`config.mk`:
```
export PLATFORM = sky130hd
export DESIGN_NAME = corner_adjust
export DESIGN_NICKNAME = d
export VERILOG_FILES = /design/src/rtl/corner_adjust.sv
export SDC_FILE = /design/constraint.sdc
export NUM_CORES = 1
export LEC_CHECK = 0
export BUFFER_PORTS_ARGS = -buffer_cell sky130_fd_sc_hd__buf_2
export CORE_MARGIN = 4
export CORE_UTILIZATION = 54
export CTS_BUF_LIST = sky130_fd_sc_hd__clkbuf_16
export CTS_CLUSTER_DIAMETER = 200
export CTS_CLUSTER_SIZE = 28
export DETAILED_ROUTE_END_ITERATION = 12
export PLACE_DENSITY = 0.81
export SYNTH_ARGS = -nofsm -noshare
export SYNTH_HDL_FRONTEND = slang
export SYNTH_SLANG_ARGS = --single-unit
```
`constraint.sdc`:
```
create_clock -name clk -period 5.2 [get_ports clk]
set_clock_uncertainty 0.2 [all_clocks]
set_input_delay 0.52 -clock clk [delete_from_list [all_inputs] [get_ports clk]]
set_output_delay 0.52 -clock clk [all_outputs]
set_load 0.02 [all_outputs]
```
`src/rtl/corner_adjust.sv`:
```
// corner_adjust: manual keystone-corner editor.
// Passes raw corner coordinates through until override is raised, then lets the
// arrow buttons nudge the selected corner with press-edge stepping, hold-to-repeat
// and a fast step after sustained hold. All coordinate updates saturate at the
// screen bounds instead of wrapping.
module corner_adjust #(
    parameter int NPTS          = 4,
    parameter int SELW          = (NPTS > 1) ? $clog2(NPTS) : 1,
    parameter int XW            = 10,
    parameter int YW            = 9,
    parameter int SCR_WIDTH     = 639,
    parameter int SCR_HEIGHT    = 479,
    parameter int STEP_SLOW     = 1,
    parameter int STEP_FAST     = 8,
    parameter int REPEAT_DELAY  = 2_000_000,
    parameter int REPEAT_PERIOD = 500_000,
    parameter int FAST_AFTER    = 8
) (
    input  logic                 clk,
    input  logic                 rst_n,
    input  logic                 up,
    input  logic                 down,
    input  logic                 left,
    input  logic                 right,
    input  logic                 override,
    input  logic [SELW-1:0]      sel,
    input  logic [NPTS*XW-1:0]   x_raw,
    input  logic [NPTS*YW-1:0]   y_raw,
    output logic [NPTS*XW-1:0]   x,
    output logic [NPTS*YW-1:0]   y,
    output logic [XW-1:0]        display_x,
    output logic [YW-1:0]        display_y,
    output logic                 editing
);

    localparam int IDXW    = (NPTS > 1) ? $clog2(NPTS) : 1;
    localparam int CNT_MAX = (REPEAT_DELAY > REPEAT_PERIOD) ? REPEAT_DELAY : REPEAT_PERIOD;
    localparam int CNTW    = $clog2(CNT_MAX + 1);
    localparam int REPW    = (FAST_AFTER > 0) ? $clog2(FAST_AFTER + 1) : 1;

    localparam logic [CNTW-1:0] DELAY_LAST  = CNTW'(REPEAT_DELAY - 1);
    localparam logic [CNTW-1:0] PERIOD_LAST = CNTW'(REPEAT_PERIOD - 1);
    localparam logic [REPW-1:0] REP_SAT     = REPW'(FAST_AFTER);

    localparam logic [XW:0] X_SLOW = (XW + 1)'(STEP_SLOW);
    localparam logic [XW:0] X_FAST = (XW + 1)'(STEP_FAST);
    localparam logic [YW:0] Y_SLOW = (YW + 1)'(STEP_SLOW);
    localparam logic [YW:0] Y_FAST = (YW + 1)'(STEP_FAST);
    localparam logic [XW:0] X_LIM  = (XW + 1)'(SCR_WIDTH);
    localparam logic [YW:0] Y_LIM  = (YW + 1)'(SCR_HEIGHT);

    typedef enum logic [1:0] {
        ST_PASS,
        ST_EDIT,
        ST_HOLD,
        ST_REPEAT
    } state_t;

    typedef enum logic [2:0] {
        DIR_NONE,
        DIR_DOWN,
        DIR_UP,
        DIR_LEFT,
        DIR_RIGHT
    } dir_t;

    state_t            state;
    state_t            next_state;
    dir_t              dir;
    dir_t              prev_dir;
    logic [SELW-1:0]   prev_sel;
    logic [CNTW-1:0]   hold_cnt;
    logic [REPW-1:0]   rep_cnt;

    logic [XW-1:0]     xs [NPTS];
    logic [YW-1:0]     ys [NPTS];

    logic              sel_valid;
    logic [IDXW-1:0]   idx;
    logic              new_press;

    logic              load_raw;
    logic              step_en;
    logic              step_fast;
    logic              hold_clr;
    logic              hold_inc;
    logic              rep_clr;
    logic              rep_inc;

    logic [XW-1:0]     cur_x;
    logic [YW-1:0]     cur_y;
    logic [XW:0]       step_x;
    logic [YW:0]       step_y;
    logic [XW:0]       sum_x;
    logic [YW:0]       sum_y;
    logic [XW:0]       diff_x;
    logic [YW:0]       diff_y;
    logic [XW-1:0]     new_x;
    logic [YW-1:0]     new_y;

    // An out-of-range sel selects nothing; idx is forced to 0 so array reads stay in range.
    assign sel_valid = (32'(sel) < 32'(NPTS));
    assign idx       = sel_valid ? IDXW'(sel) : '0;

    // Resolve the pressed buttons to a single active direction, down having highest priority.
    always_comb begin
        dir = DIR_NONE;
        if (down) begin
            dir = DIR_DOWN;
        end else if (up) begin
            dir = DIR_UP;
        end else if (left) begin
            dir = DIR_LEFT;
        end else if (right) begin
            dir = DIR_RIGHT;
        end
    end

    assign new_press = (dir != DIR_NONE) && ((dir != prev_dir) || (sel != prev_sel));

    // State register.
    always_ff @(posedge clk or negedge rst_n) begin
        if (!rst_n) begin
            state <= ST_PASS;
        end else begin
            state <= next_state;
        end
    end

    // Next-state logic; dropping override returns to PASS from anywhere.
    always_comb begin
        next_state = state;
        case (state)
            ST_PASS:   if (override) next_state = ST_EDIT;
            ST_EDIT:   if (new_press) next_state = ST_HOLD;
            ST_HOLD: begin
                if (new_press) begin
                    next_state = ST_HOLD;
                end else if (dir == DIR_NONE) begin
                    next_state = ST_EDIT;
                end else if (hold_cnt == DELAY_LAST) begin
                    next_state = ST_REPEAT;
                end
            end
            ST_REPEAT: begin
                if (new_press) begin
                    next_state = ST_HOLD;
                end else if (dir == DIR_NONE) begin
                    next_state = ST_EDIT;
                end
            end
            default:   next_state = ST_PASS;
        endcase
        if (!override) begin
            next_state = ST_PASS;
        end
    end

    // Per-state controls: raw loading, when to step, step size and counter actions.
    always_comb begin
        load_raw  = 1'b0;
        step_en   = 1'b0;
        step_fast = 1'b0;
        hold_clr  = 1'b0;
        hold_inc  = 1'b0;
        rep_clr   = 1'b0;
        rep_inc   = 1'b0;
        editing   = (state != ST_PASS);
        if (!override || (state == ST_PASS)) begin
            load_raw = 1'b1;
            hold_clr = 1'b1;
            rep_clr  = 1'b1;
        end else if (new_press) begin
            step_en  = 1'b1;
            hold_clr = 1'b1;
            rep_clr  = 1'b1;
        end else if ((state == ST_EDIT) || (dir == DIR_NONE)) begin
            hold_clr = 1'b1;
            rep_clr  = 1'b1;
        end else if (((state == ST_HOLD) && (hold_cnt == DELAY_LAST)) ||
                     ((state == ST_REPEAT) && (hold_cnt == PERIOD_LAST))) begin
            step_en   = 1'b1;
            step_fast = (rep_cnt == REP_SAT);
            hold_clr  = 1'b1;
            rep_inc   = 1'b1;
        end else begin
            hold_inc = 1'b1;
        end
    end

    // Hold/period timer and the saturating count of auto-repeat steps.
    always_ff @(posedge clk or negedge rst_n) begin
        if (!rst_n) begin
            hold_cnt <= '0;
            rep_cnt  <= '0;
        end else begin
            if (hold_clr) begin
                hold_cnt <= '0;
            end else if (hold_inc) begin
                hold_cnt <= hold_cnt + 1'b1;
            end
            if (rep_clr) begin
                rep_cnt <= '0;
            end else if (rep_inc && (rep_cnt != REP_SAT)) begin
                rep_cnt <= rep_cnt + 1'b1;
            end
        end
    end

    // Remember last cycle's direction and selection for press-edge detection.
    always_ff @(posedge clk or negedge rst_n) begin
        if (!rst_n) begin
            prev_dir <= DIR_NONE;
            prev_sel <= '0;
        end else begin
            prev_dir <= dir;
            prev_sel <= sel;
        end
    end

    // Saturating step of the selected corner; sums are one bit wider to catch overflow.
    always_comb begin
        cur_x  = xs[idx];
        cur_y  = ys[idx];
        step_x = step_fast ? X_FAST : X_SLOW;
        step_y = step_fast ? Y_FAST : Y_SLOW;
        sum_x  = {1'b0, cur_x} + step_x;
        sum_y  = {1'b0, cur_y} + step_y;
        diff_x = {1'b0, cur_x} - step_x;
        diff_y = {1'b0, cur_y} - step_y;
        new_x  = cur_x;
        new_y  = cur_y;
        case (dir)
            DIR_DOWN:  new_y = (sum_y > Y_LIM) ? Y_LIM[YW-1:0] : sum_y[YW-1:0];
            DIR_UP:    new_y = ({1'b0, cur_y} >= step_y) ? diff_y[YW-1:0] : '0;
            DIR_RIGHT: new_x = (sum_x > X_LIM) ? X_LIM[XW-1:0] : sum_x[XW-1:0];
            DIR_LEFT:  new_x = ({1'b0, cur_x} >= step_x) ? diff_x[XW-1:0] : '0;
            default: begin
                new_x = cur_x;
                new_y = cur_y;
            end
        endcase
    end

    // Corner registers: track raw outside editing, otherwise update only the selected corner.
    always_ff @(posedge clk or negedge rst_n) begin
        if (!rst_n) begin
            for (int k = 0; k < NPTS; k++) begin
                xs[k] <= '0;
                ys[k] <= '0;
            end
        end else if (load_raw) begin
            for (int k = 0; k < NPTS; k++) begin
                xs[k] <= x_raw[k*XW +: XW];
                ys[k] <= y_raw[k*YW +: YW];
            end
        end else if (step_en && sel_valid) begin
            xs[idx] <= new_x;
            ys[idx] <= new_y;
        end
    end

    // Display copy of the selected corner, one cycle behind the corner outputs.
    always_ff @(posedge clk or negedge rst_n) begin
        if (!rst_n) begin
            display_x <= '0;
            display_y <= '0;
        end else begin
            display_x <= sel_valid ? xs[idx] : '0;
            display_y <= sel_valid ? ys[idx] : '0;
        end
    end

    for (genvar g = 0; g < NPTS; g++) begin : g_pack
        assign x[g*XW +: XW] = xs[g];
        assign y[g*YW +: YW] = ys[g];
    end

endmodule

```
## After elaboration in Yosys (flattened, before gate mapping)

Index checks and enable logic that the tools add are counted.

- Mux-type cells: 61
- Reductions and logical operators: 18
- Magnitude comparators: 6
- Eq/ne operators: 16
- Bitwise gates (word level): 1
- Add/subtract/negate cells: 6

Operators by type and width:

| cell | number |
|---|---|
| 40-bit 2-to-1 mux | 2 |
| 36-bit 2-to-1 mux | 2 |
| 10-bit 2-to-1 mux | 5 |
| 9-bit 2-to-1 mux | 5 |
| 21-bit 2-to-1 mux | 2 |
| 40-bit bitwise mux | 1 |
| 36-bit bitwise mux | 1 |
| 21-bit by 1-bit adder with 21-bit output (second input constant) | 1 |
| 21-bit by 19-bit == test with 1-bit output (second input constant) | 1 |
| 21-bit == test (second input constant) | 1 |
| 1-bit 2-to-1 mux | 21 |
| 10-bit binary-select mux with 2-bit select | 1 |
| 10-bit demux with 2-bit select | 1 |
| 10-bit one-hot mux with 2 select lines | 1 |
| 9-bit binary-select mux with 2-bit select | 1 |
| 9-bit demux with 2-bit select | 1 |
| 9-bit one-hot mux with 2 select lines | 1 |
| 4-bit 2-to-1 mux | 4 |
| 2-bit 2-to-1 mux | 7 |
| 3-bit 2-to-1 mux | 4 |
| 10-bit by 4-bit adder with 11-bit output | 1 |
| 11-bit by 10-bit > comparator with 1-bit output (second input constant) | 1 |
| 9-bit by 4-bit adder with 10-bit output | 1 |
| 10-bit by 4-bit greater-or-equal comparator with 1-bit output | 1 |
| other kinds (28) | 41 |

- Word-level logic and storage cells: 123
- Flip-flop bits (word level): 127
- Output and inout bits: 96
- Input port bits: 85

## Longest topological paths before layout

Gate-level depths: netlist of run 1.

- Depth in word-level cells: 17
- Depth in mapped cells: 17
- Mapped depth without buffers: 16

## Least setup slack after synthesis of run 1

Ideal clock, no wire load.

- Path kind: input -> register
- From: in down
- To: reg ys, in the netlist y[11]
- Slack: 0.420 ns
- Path buffers: 1
- Data required time: 4.923 ns
- Library setup time: 0.077 ns
- Data arrival time: 4.503 ns
- Stages: 16
- Cell sequence: clkbuf_1 > nor3_1 > nand2_1 > inv_1 > xor2_1 > a2111oi_4 > or4b_1 > nand2b_1 > ha_1 > inv_1 > a41oi_1 > or4b_2 > and3_1 > a22oi_4 > o211ai_2 > o21ai_1

- Longest elaborated chain between the ends: 14
- Elaborated cells between the ends (all ways): 27
- Those cells by class: 2 x add/sub; 2 x order compare; 3 x eq/ne; 14 x mux; 6 x reduce/logical

RTL lines:

| element | line | source |
|---|---|---|
| start, declared | 22 | `input logic down,` |
| 3-bit 2-to-1 mux (*) | 108 | `if (down) begin` |
| 3-bit logical NOT / 3-bit inequality test (equally long branches) | 177, 119 |  |
| 1-bit logical OR (on tied branches) | 177, 119 |  |
| 1-bit 2-to-1 mux / 1-bit logical AND (equally long branches) | 177, 119 |  |
| 1-bit 2-to-1 mux | 173 | `end else if (new_press) begin` |
| 1-bit 2-to-1 mux | 169 | `if (!override \|\| (state == ST_PASS)) begin` |
| 4-bit 2-to-1 mux | 226 | `step_y = step_fast ? Y_FAST : Y_SLOW;` |
| 9-bit by 4-bit adder with 10-bit output | 228 | `sum_y = {1'b0, cur_y} + step_y;` |
| 10-bit by 9-bit > comparator with 1-bit output | 234 | `DIR_DOWN: new_y = (sum_y > Y_LIM) ? Y_LIM[YW-1:0] : sum_y[YW-1:0];` |
| 9-bit 2-to-1 mux | 234 |  |
| 9-bit one-hot mux with 2 select lines | 233 | `case (dir)` |
| 36-bit bitwise mux | 259 | `ys[idx] <= new_y;` |
| 36-bit 2-to-1 mux | 257 | `end else if (step_en && sel_valid) begin` |
| 36-bit 2-to-1 mux | 252 | `end else if (load_raw) begin` |
| end signal, assigned by index | 255 | `ys[k] <= y_raw[k*YW +: YW];` |
| end signal, assigned by index | 259 |  |
| end, declared | 76 | `logic [YW-1:0] ys [NPTS];` |

Mark *: on every way between the ends. The rest lies on a longest branch, timed or not. The select of a mux whose other input is x is not followed.
A chain may end at the register's enable or synchronous reset.

## Worst setup path in the final report of run 1

- From: reg hold_cnt[9]
- To: reg ys, in the netlist y[18]

- Longest elaborated chain between the ends: 15
- Elaborated cells between the ends (all ways): 25
- Those cells by class: 2 x add/sub; 2 x order compare; 2 x eq/ne; 15 x mux; 4 x reduce/logical

RTL lines:

| element | line | source |
|---|---|---|
| start, declared | 72 | `logic [CNTW-1:0] hold_cnt;` |
| start signal, assigned | 200 | `hold_cnt <= hold_cnt + 1'b1;` |
| 21-bit == test / 21-bit by 19-bit == test with 1-bit output (equally long branches) | 180, 181 |  |
| 1-bit logical AND (on tied branches) | 180, 181 |  |
| 1-bit logical OR (*) | 180 | `end else if (((state == ST_HOLD) && (hold_cnt == DELAY_LAST)) \|\|` |
| 1-bit 2-to-1 mux | 180 |  |
| 1-bit 2-to-1 mux | 177 | `end else if ((state == ST_EDIT) \|\| (dir == DIR_NONE)) begin` |
| 1-bit 2-to-1 mux | 173 |  |
| 1-bit 2-to-1 mux | 169 |  |
| 4-bit 2-to-1 mux | 226 |  |
| 9-bit by 4-bit adder with 10-bit output | 228 |  |
| 10-bit by 9-bit > comparator with 1-bit output | 234 |  |
| 9-bit 2-to-1 mux | 234 |  |
| 9-bit one-hot mux with 2 select lines | 233 |  |
| 36-bit bitwise mux | 259 |  |
| 36-bit 2-to-1 mux | 257 |  |
| 36-bit 2-to-1 mux | 252 |  |

Marks and branches as above.

==> results.py, run 1 <==
metrics = {
    "placement": {
        "place_ws_ns": -0.0169,
        "io_buffers": 180,
        "finalWeightedCongestion": 0.998,
        "dp_hpwl_mm": 15.9,
        "post_dp_cell_area_sq_um": 8150,
        "placed_cells": 1020,
    },
    "finish": {
        "nets": 969,
        "drive_gt1_frac": 0.311,
        "diodes": 0,
        "area_delta_synth_final_pct": 23.4,
        "finalNonFillerCells": 1053,
        "final_cell_area_sq_um": 8790,
        "fillers": 973,
        "seqCellArea_sq_um": 3180,
        "multi_input_area_sq_um": 3720,
    },
    "setup_path": {
        "timing.rr.start": "hold_cnt[9]",
        "required_ns": 5.34,
        "crit_arrival_ns": 5.01,
        "r2r-end": "y[18]",
        "cp_max_fo": 7,
        "max_stage_delay_ns": 0.76,
        "worstSetupPathType": "reg2reg",
        "rr_worst_depth": 13,
        "cpMaxStageDelayCell": "or4b_2",
        "reg2reg_slack_ns": 0.33,
        "path_cells": "or4_1 > nor4b_2 > o211ai_1 > or4b_1 > nand2b_1 > ha_1 > inv_1 > a41oi_1 > or4b_2 > and3_1 > a22oi_4 > o211ai_2 > o21ai_1",
        "crit_buf_inv": 1,
        "path_delay_family": "simple AND/OR/NAND/NOR gates",
        "cp-start-kind": "register",
        "end_kind": "register",
    },
    "drt": {
        "routed_via_density": 6.52,
        "wl_per_cell_um": 21.5,
        "drt_iter0_markers": 861,
        "antenna_left": 0,
        "vias": 6861,
        "post-route-drc-count": 0,
        "wl_mm": 22.6,
        "drt_pass1_iterations": 6,
    },
    "pwr": {
        "p_leak_nw": 3.89,
        "power.total_w": 0.00336,
        "vdd_ir_drop_max_mv": 0.242,
        "cellPowerDensity_nw_per_um2": 382,
    },
    "global_routing": {
        "grt_pass1_vias": 6838,
        "grt_max_degree": 82,
        "track_usage": 0.297,
        "grt-ovfl-total": 0,
        "grt_pass1_wl_mm": 34.6,
        "antenna_found_initial": 0,
    },
    "worst_hold_path": {
        "hold_depth": 3,
        "hp-class": "in2reg",
        "hold_path_end": "x[34]",
        "hp-start": "x_raw[34]",
    },
    "die": {
        "row_count": 41,
        "initial_utilization": 0.558,
        "core_area_sq_um": 12800,
        "fp.dieH_um": 123,
        "die_area_sq_um": 15100,
        "die_w_um": 123,
        "ios": 181,
    },
    "run_status": {
        "status": "completed",
    },
    "synth": {
        "async_reset_ff_frac": 1.00,
        "synthCells": 701,
        "syn_area_sq_um": 7120,
        "syn_avg_cell_area_sq_um": 10.2,
        "ys_types": 72,
        "synth_edf_count": 0,
        "yosysWarnings": 0,
        "syn_nets": 801,
        "synth_seq_cells": 127,
        "yosys-top-cells-area": "dfrtp_1, a22oi_1, mux4_2",
        "yosysTopAreaCellShare": 0.446,
        "synth_ff_type": "dfrtp_1",
        "synth_seq_area_share": 0.446,
        "synth_top_cell_by_area": "dfrtp_1",
    },
    "sta": {
        "worst_slack_ns": 0.329,
        "fin_crit_ns": 4.87,
        "fin_crit_sh": 0.937,
        "setup_viol": 0,
        "slew_headroom": 0.156,
        "drv_slew": 0,
        "hold_violations": 0,
        "worst_slew_pin_slew_ns": 1.26,
        "holdWs_ns": 0.147,
        "fmax_mhz": 205,
        "rsz0062_at_grt": "no",
    },
    "clock_tree": {
        "clock-sinks": 127,
        "cts_tree": "built",
        "h-tree-depth": 4,
        "clk_pin_slew_ns": 0.06,
        "clk_latency_ns": 0.43,
        "cts_max_path_buffers": 2,
        "root_buffer": "clkbuf_16",
        "cts-buffers-inserted": 17,
    },
    "flow_run": {
        "timing.max_cap.violations": 0,
    },
}
## worst register-to-register path, cell delays in order (launching register included)
cell	delay (ns)
dfrtp_1	0.41
or4_1	0.56
nor4b_2	0.32
o211ai_1	0.19
or4b_1	0.55
nand2b_1	0.29
ha_1	0.42
inv_1	0.14
a41oi_1	0.13
or4b_2	0.76
and3_1	0.22
a22oi_4	0.23
o211ai_2	0.18
o21ai_1	0.20
## metal layers
layer  track usage  share of wire  routed length, um  vias to the layer above
met5             0              0                  0                        -
met4         0.137          0.032                721                        0
met3        0.0705          0.090               2030                       70
met2         0.497           0.50              11200                      447
met1         0.366           0.38               8640                     3367
li1              -              -                  -                     2977
## kinds of logic (layout without fill, tap and decap cells)
logic type / Yosys count / in the layout / synth area share
buffers and inverters: 62 / 242 / 0.0372
DFF: 127 / 127 / 0.446
muxes: 35 / 35 / 0.0847
AOI/OAI and AO/OA: 228 / 228 / 0.219
adders and majority gates: 15 / 15 / 0.0263
and+or+nand+nor: 200 / 200 / 0.145
xor gates and xnor gates: 34 / 34 / 0.0418
## per-stage QoR
step / utilization / TNS, ns
floorplan: - / 0
global placement: 0.638 / 0
detailed placement: 0.638 / -0.0265
CTS: 0.687 / 0
global route: 0.688 / 0
finish: 0.688 / 0
## cell usage after synthesis, types with 3 or more instances
cell      number
a211oi_1       5
a21o_1         4
a21oi_1       14
a221o_1        5
a22oi_1       72
a31o_2         3
a31oi_1        5
and2_1         3
and3_1         7
and4_1         4
buf_2          8
clkbuf_1      33
dfrtp_1      127
ha_1          15
inv_1         17
mux2i_1       13
mux4_2        20
nand2_1       41
nand2b_1       9
nand3_1       23
nand3b_1       3
nand4_1        8
nor2_1        55
nor2b_1        7
nor3_1         6
nor4_1         5
o211ai_1       4
o211ai_2       3
o21ai_0       53
o21ai_1       33
or2_2          5
or3_1          5
or4_1          4
xnor2_1       15
xor2_1        19
## how the worst max path moves through the flow
stage | slack, ns | to | from | cells after the start
6_report | 0.33 | y[18] | hold_cnt[9] | 13
2_1_floorplan | 0.42 | y[11] | down | 16
4_1_cts | 0.08 | y[31] | hold_cnt[9] | 13
5_1_grt | 0.05 | y[2] | hold_cnt[9] | 13
3_3_place_gp | 0.28 | x[6] | hold_cnt[11] | 14
3_5_place_dp | -0.02 | x[16] | hold_cnt[11] | 14
## final cells by class
class / instances / area share
inverters: 17 / 0.00726
flip-flops and latches: 127 / 0.362
well taps: 172 / 0.0245
multi-input cells: 512 / 0.423
repair buffers: 194 / 0.115
clock buffers: 17 / 0.0484
clock inverters: 14 / 0.0199
## placed cells by master (no fill, tap or decap), types with 17 or more instances in the layout
master	instances
xor2_1	19
nand2_1	40
mux4_2	20
a22oi_1	72
nand3_1	23
o21ai_0	53
buf_2	179
nor2_1	55
dfrtp_1	127
o21ai_1	32
inv_1	18
clkbuf_16	17
## sequential cells by signal (all words and copies together) (netlist names)
signal / count
display_y: 9
state: 2
hold_cnt: 21
display_x: 10
y: 36
x: 40
prev_dir: 3
prev_sel: 2
rep_cnt: 4
## what timing repair did
| item | in CTS | in global routing |
|---|---|---|
| resized for setup | 2 | 2 |
| setup buffers | 0 | 1 |
| endpoints found under the hold margin | 50 | 0 |
| hold buffers | 1 | 0 |
| pin swaps | 0 | 1 |
| setup endpoints to repair | 4 | 62 |
## report_power, final
group	internal (W)	total (W)	leakage (nW)	switching [W]
Sequential	0.00110	0.00119	1.57	0.0000899
Combinational	0.000331	0.000941	2.03	0.000610
Clock	0.000789	0.00122	0.293	0.000433
Total	0.00222	0.00336	3.89	0.00113
(Power assumes the default switching activity.)
==> inputs of run 2 (changes only) <==
--- a/config.mk
+++ b/config.mk
@@ -6,13 +6,14 @@
 export NUM_CORES = 1
 export LEC_CHECK = 0
 export BUFFER_PORTS_ARGS = -buffer_cell sky130_fd_sc_hd__buf_2
-export CORE_MARGIN = 4
+export CORE_MARGIN = 3
 export CORE_UTILIZATION = 54
 export CTS_BUF_LIST = sky130_fd_sc_hd__clkbuf_16
 export CTS_CLUSTER_DIAMETER = 200
 export CTS_CLUSTER_SIZE = 28
 export DETAILED_ROUTE_END_ITERATION = 12
 export PLACE_DENSITY = 0.81
+export SLEW_MARGIN = 20
 export SYNTH_ARGS = -nofsm -noshare
 export SYNTH_HDL_FRONTEND = slang
 export SYNTH_SLANG_ARGS = --single-unit
==> results.py, run 2 (synthesis gave the netlist of run 1 again) <==
metrics = {
    "sta": {
        "worst_slew_pin_slew_ns": 1.16,
        "slew_headroom": 0.225,
        "setup_viol": 0,
        "fin_crit_sh": 0.938,
        "fin_crit_ns": 4.88,
        "fmax_mhz": 205,
        "rsz0062_at_grt": "no",
        "holdWs_ns": -0.0584,
        "hold_violations": 60,
        "drv_slew": 0,
        "tns_ns": 0,
    },
    "placement": {
        "dp_hpwl_mm": 15.6,
        "finalWeightedCongestion": 0.993,
        "placed_cells": 1019,
        "io_buffers": 180,
    },
    "pwr": {
        "power.total_w": 0.00318,
        "p_leak_nw": 3.85,
        "cellPowerDensity_nw_per_um2": 366,
        "vdd_ir_drop_max_mv": 0.210,
    },
    "die": {
        "initial_utilization": 0.558,
        "row_count": 41,
        "ios": 181,
        "fp.dieH_um": 121,
        "core_area_sq_um": 12800,
        "die_area_sq_um": 14600,
        "die_w_um": 121,
    },
    "drt": {
        "wl_mm": 21.8,
        "antenna_left": 0,
        "routed_via_density": 6.50,
        "drt_pass1_iterations": 6,
        "drt_iter0_markers": 912,
        "vias": 6815,
        "post-route-drc-count": 0,
        "wl_per_cell_um": 20.8,
    },
    "global_routing": {
        "grt_pass1_vias": 6737,
        "grt_max_degree": 86,
        "grt_pass1_wl_mm": 34.0,
        "track_usage": 0.296,
        "antenna_found_initial": 0,
        "grt-ovfl-total": 0,
    },
    "finish": {
        "nets": 966,
        "drive_gt1_frac": 0.306,
        "finalNonFillerCells": 1048,
        "final_cell_mix": "buf_2, dfrtp_1, a22oi_1",
        "diodes": 0,
        "layout_commonest_cell": "buf_2",
        "area_delta_synth_final_pct": 22.0,
        "largest_reg_flops": 40,
        "fin_util": 0.680,
    },
    "clock_tree": {
        "cts-buffers-inserted": 17,
        "h-tree-depth": 4,
        "cts_max_path_buffers": 2,
        "cts_tree": "built",
        "clock-sinks": 127,
        "clk_latency_ns": 0.42,
        "clk_pin_slew_ns": 0.05,
        "root_buffer": "clkbuf_16",
        "post_cts_buffers": 0,
    },
    "setup_path": {
        "cpMaxStageDelayCell": "or4b_1",
        "end_kind": "register",
        "cp_max_fo": 8,
        "path_cells": "or4_1 > nor4b_2 > o211ai_1 > or4b_1 > nand2b_1 > ha_1 > nor2b_1 > nand3_1 > nor4_1 > o21ai_2 > buf_4 > a221o_1 > o21ai_0",
        "max_stage_delay_ns": 0.56,
        "crit_arrival_ns": 4.99,
        "worstSetupPathType": "reg2reg",
        "required_ns": 5.32,
        "cp-start-kind": "register",
    },
    "worst_hold_path": {
        "hp-class": "in2async",
    },
    "run_status": {
        "violations": "hold timing",
        "status": "finished with violations",
    },
    "flow_run": {
        "timing.max_cap.violations": 0,
    },
}
==> run 2: final cells by class <==
class                      instances  area (sq um)
clock buffer                      17           425
clock inverter                    12          82.6
fill                             971          4080
inverter                          17          63.8
multi-input combinational        512          3740
sequential                       127          3180
tap                              172           215
timing repair buffer             191           990
==> run 2: metrics by stage <==
stage,worst slack (ns),instance area [sq um]
floorplan,0.420,7120
global placement,0.323,8140
detailed placement,0.143,8140
CTS,0.112,8650
global route,0.0503,8690
finish,0.324,8690
==> run 2: report_power, final <==
part	switching (W)	internal, W	total, W
clock	0.000413	0.000633	0.00105
combinational	0.000607	0.000332	0.000939
sequential	0.0000882	0.00110	0.00119
total	0.00111	0.00207	0.00318
==> run 2: final timing paths <==
| path | cells after the start | slack, ns | end | start |
|---|---|---|---|---|
| max in group asynchronous | 2 | 3.83 | hold_cnt[16] | rst_n |
| max | 13 | 0.32 | x[4] | hold_cnt[11] |
| max reg2reg | 13 | 0.32 | x[4] | hold_cnt[11] |
| min in group clk | 3 | 0.14 | x[1] | x_raw[1] |
| min reg2reg | 1 | 0.29 | hold_cnt[0] | hold_cnt[0] |
| min | 1 | -0.06 | display_y[4] | rst_n |
==> run 2: worst max-delay path, delay by kind of cell (launching register included) <==
family,cells,cell delay (ns)
AOI/OAI and AO/OA,4,1.05
adders and majority gates,1,0.43
buffers and inverters,1,0.18
DFF,1,0.41
and+or+nand+nor,7,2.49
==> run 2: timing repair <==
item | CTS | global route
hold buffers | 0 | 0
gates resized for setup | 0 | 4
setup endpoints to repair | 0 | 37
==> run 2: routing by layer <==
layer	routed length, um	vias up	part of all wire	track usage
li1	-	2965	-	-
met1	8130	3288	0.37	0.369
met2	10700	495	0.49	0.482
met3	2200	67	0.10	0.0713
met4	780	0	0.036	0.151
met5	0	-	0	0
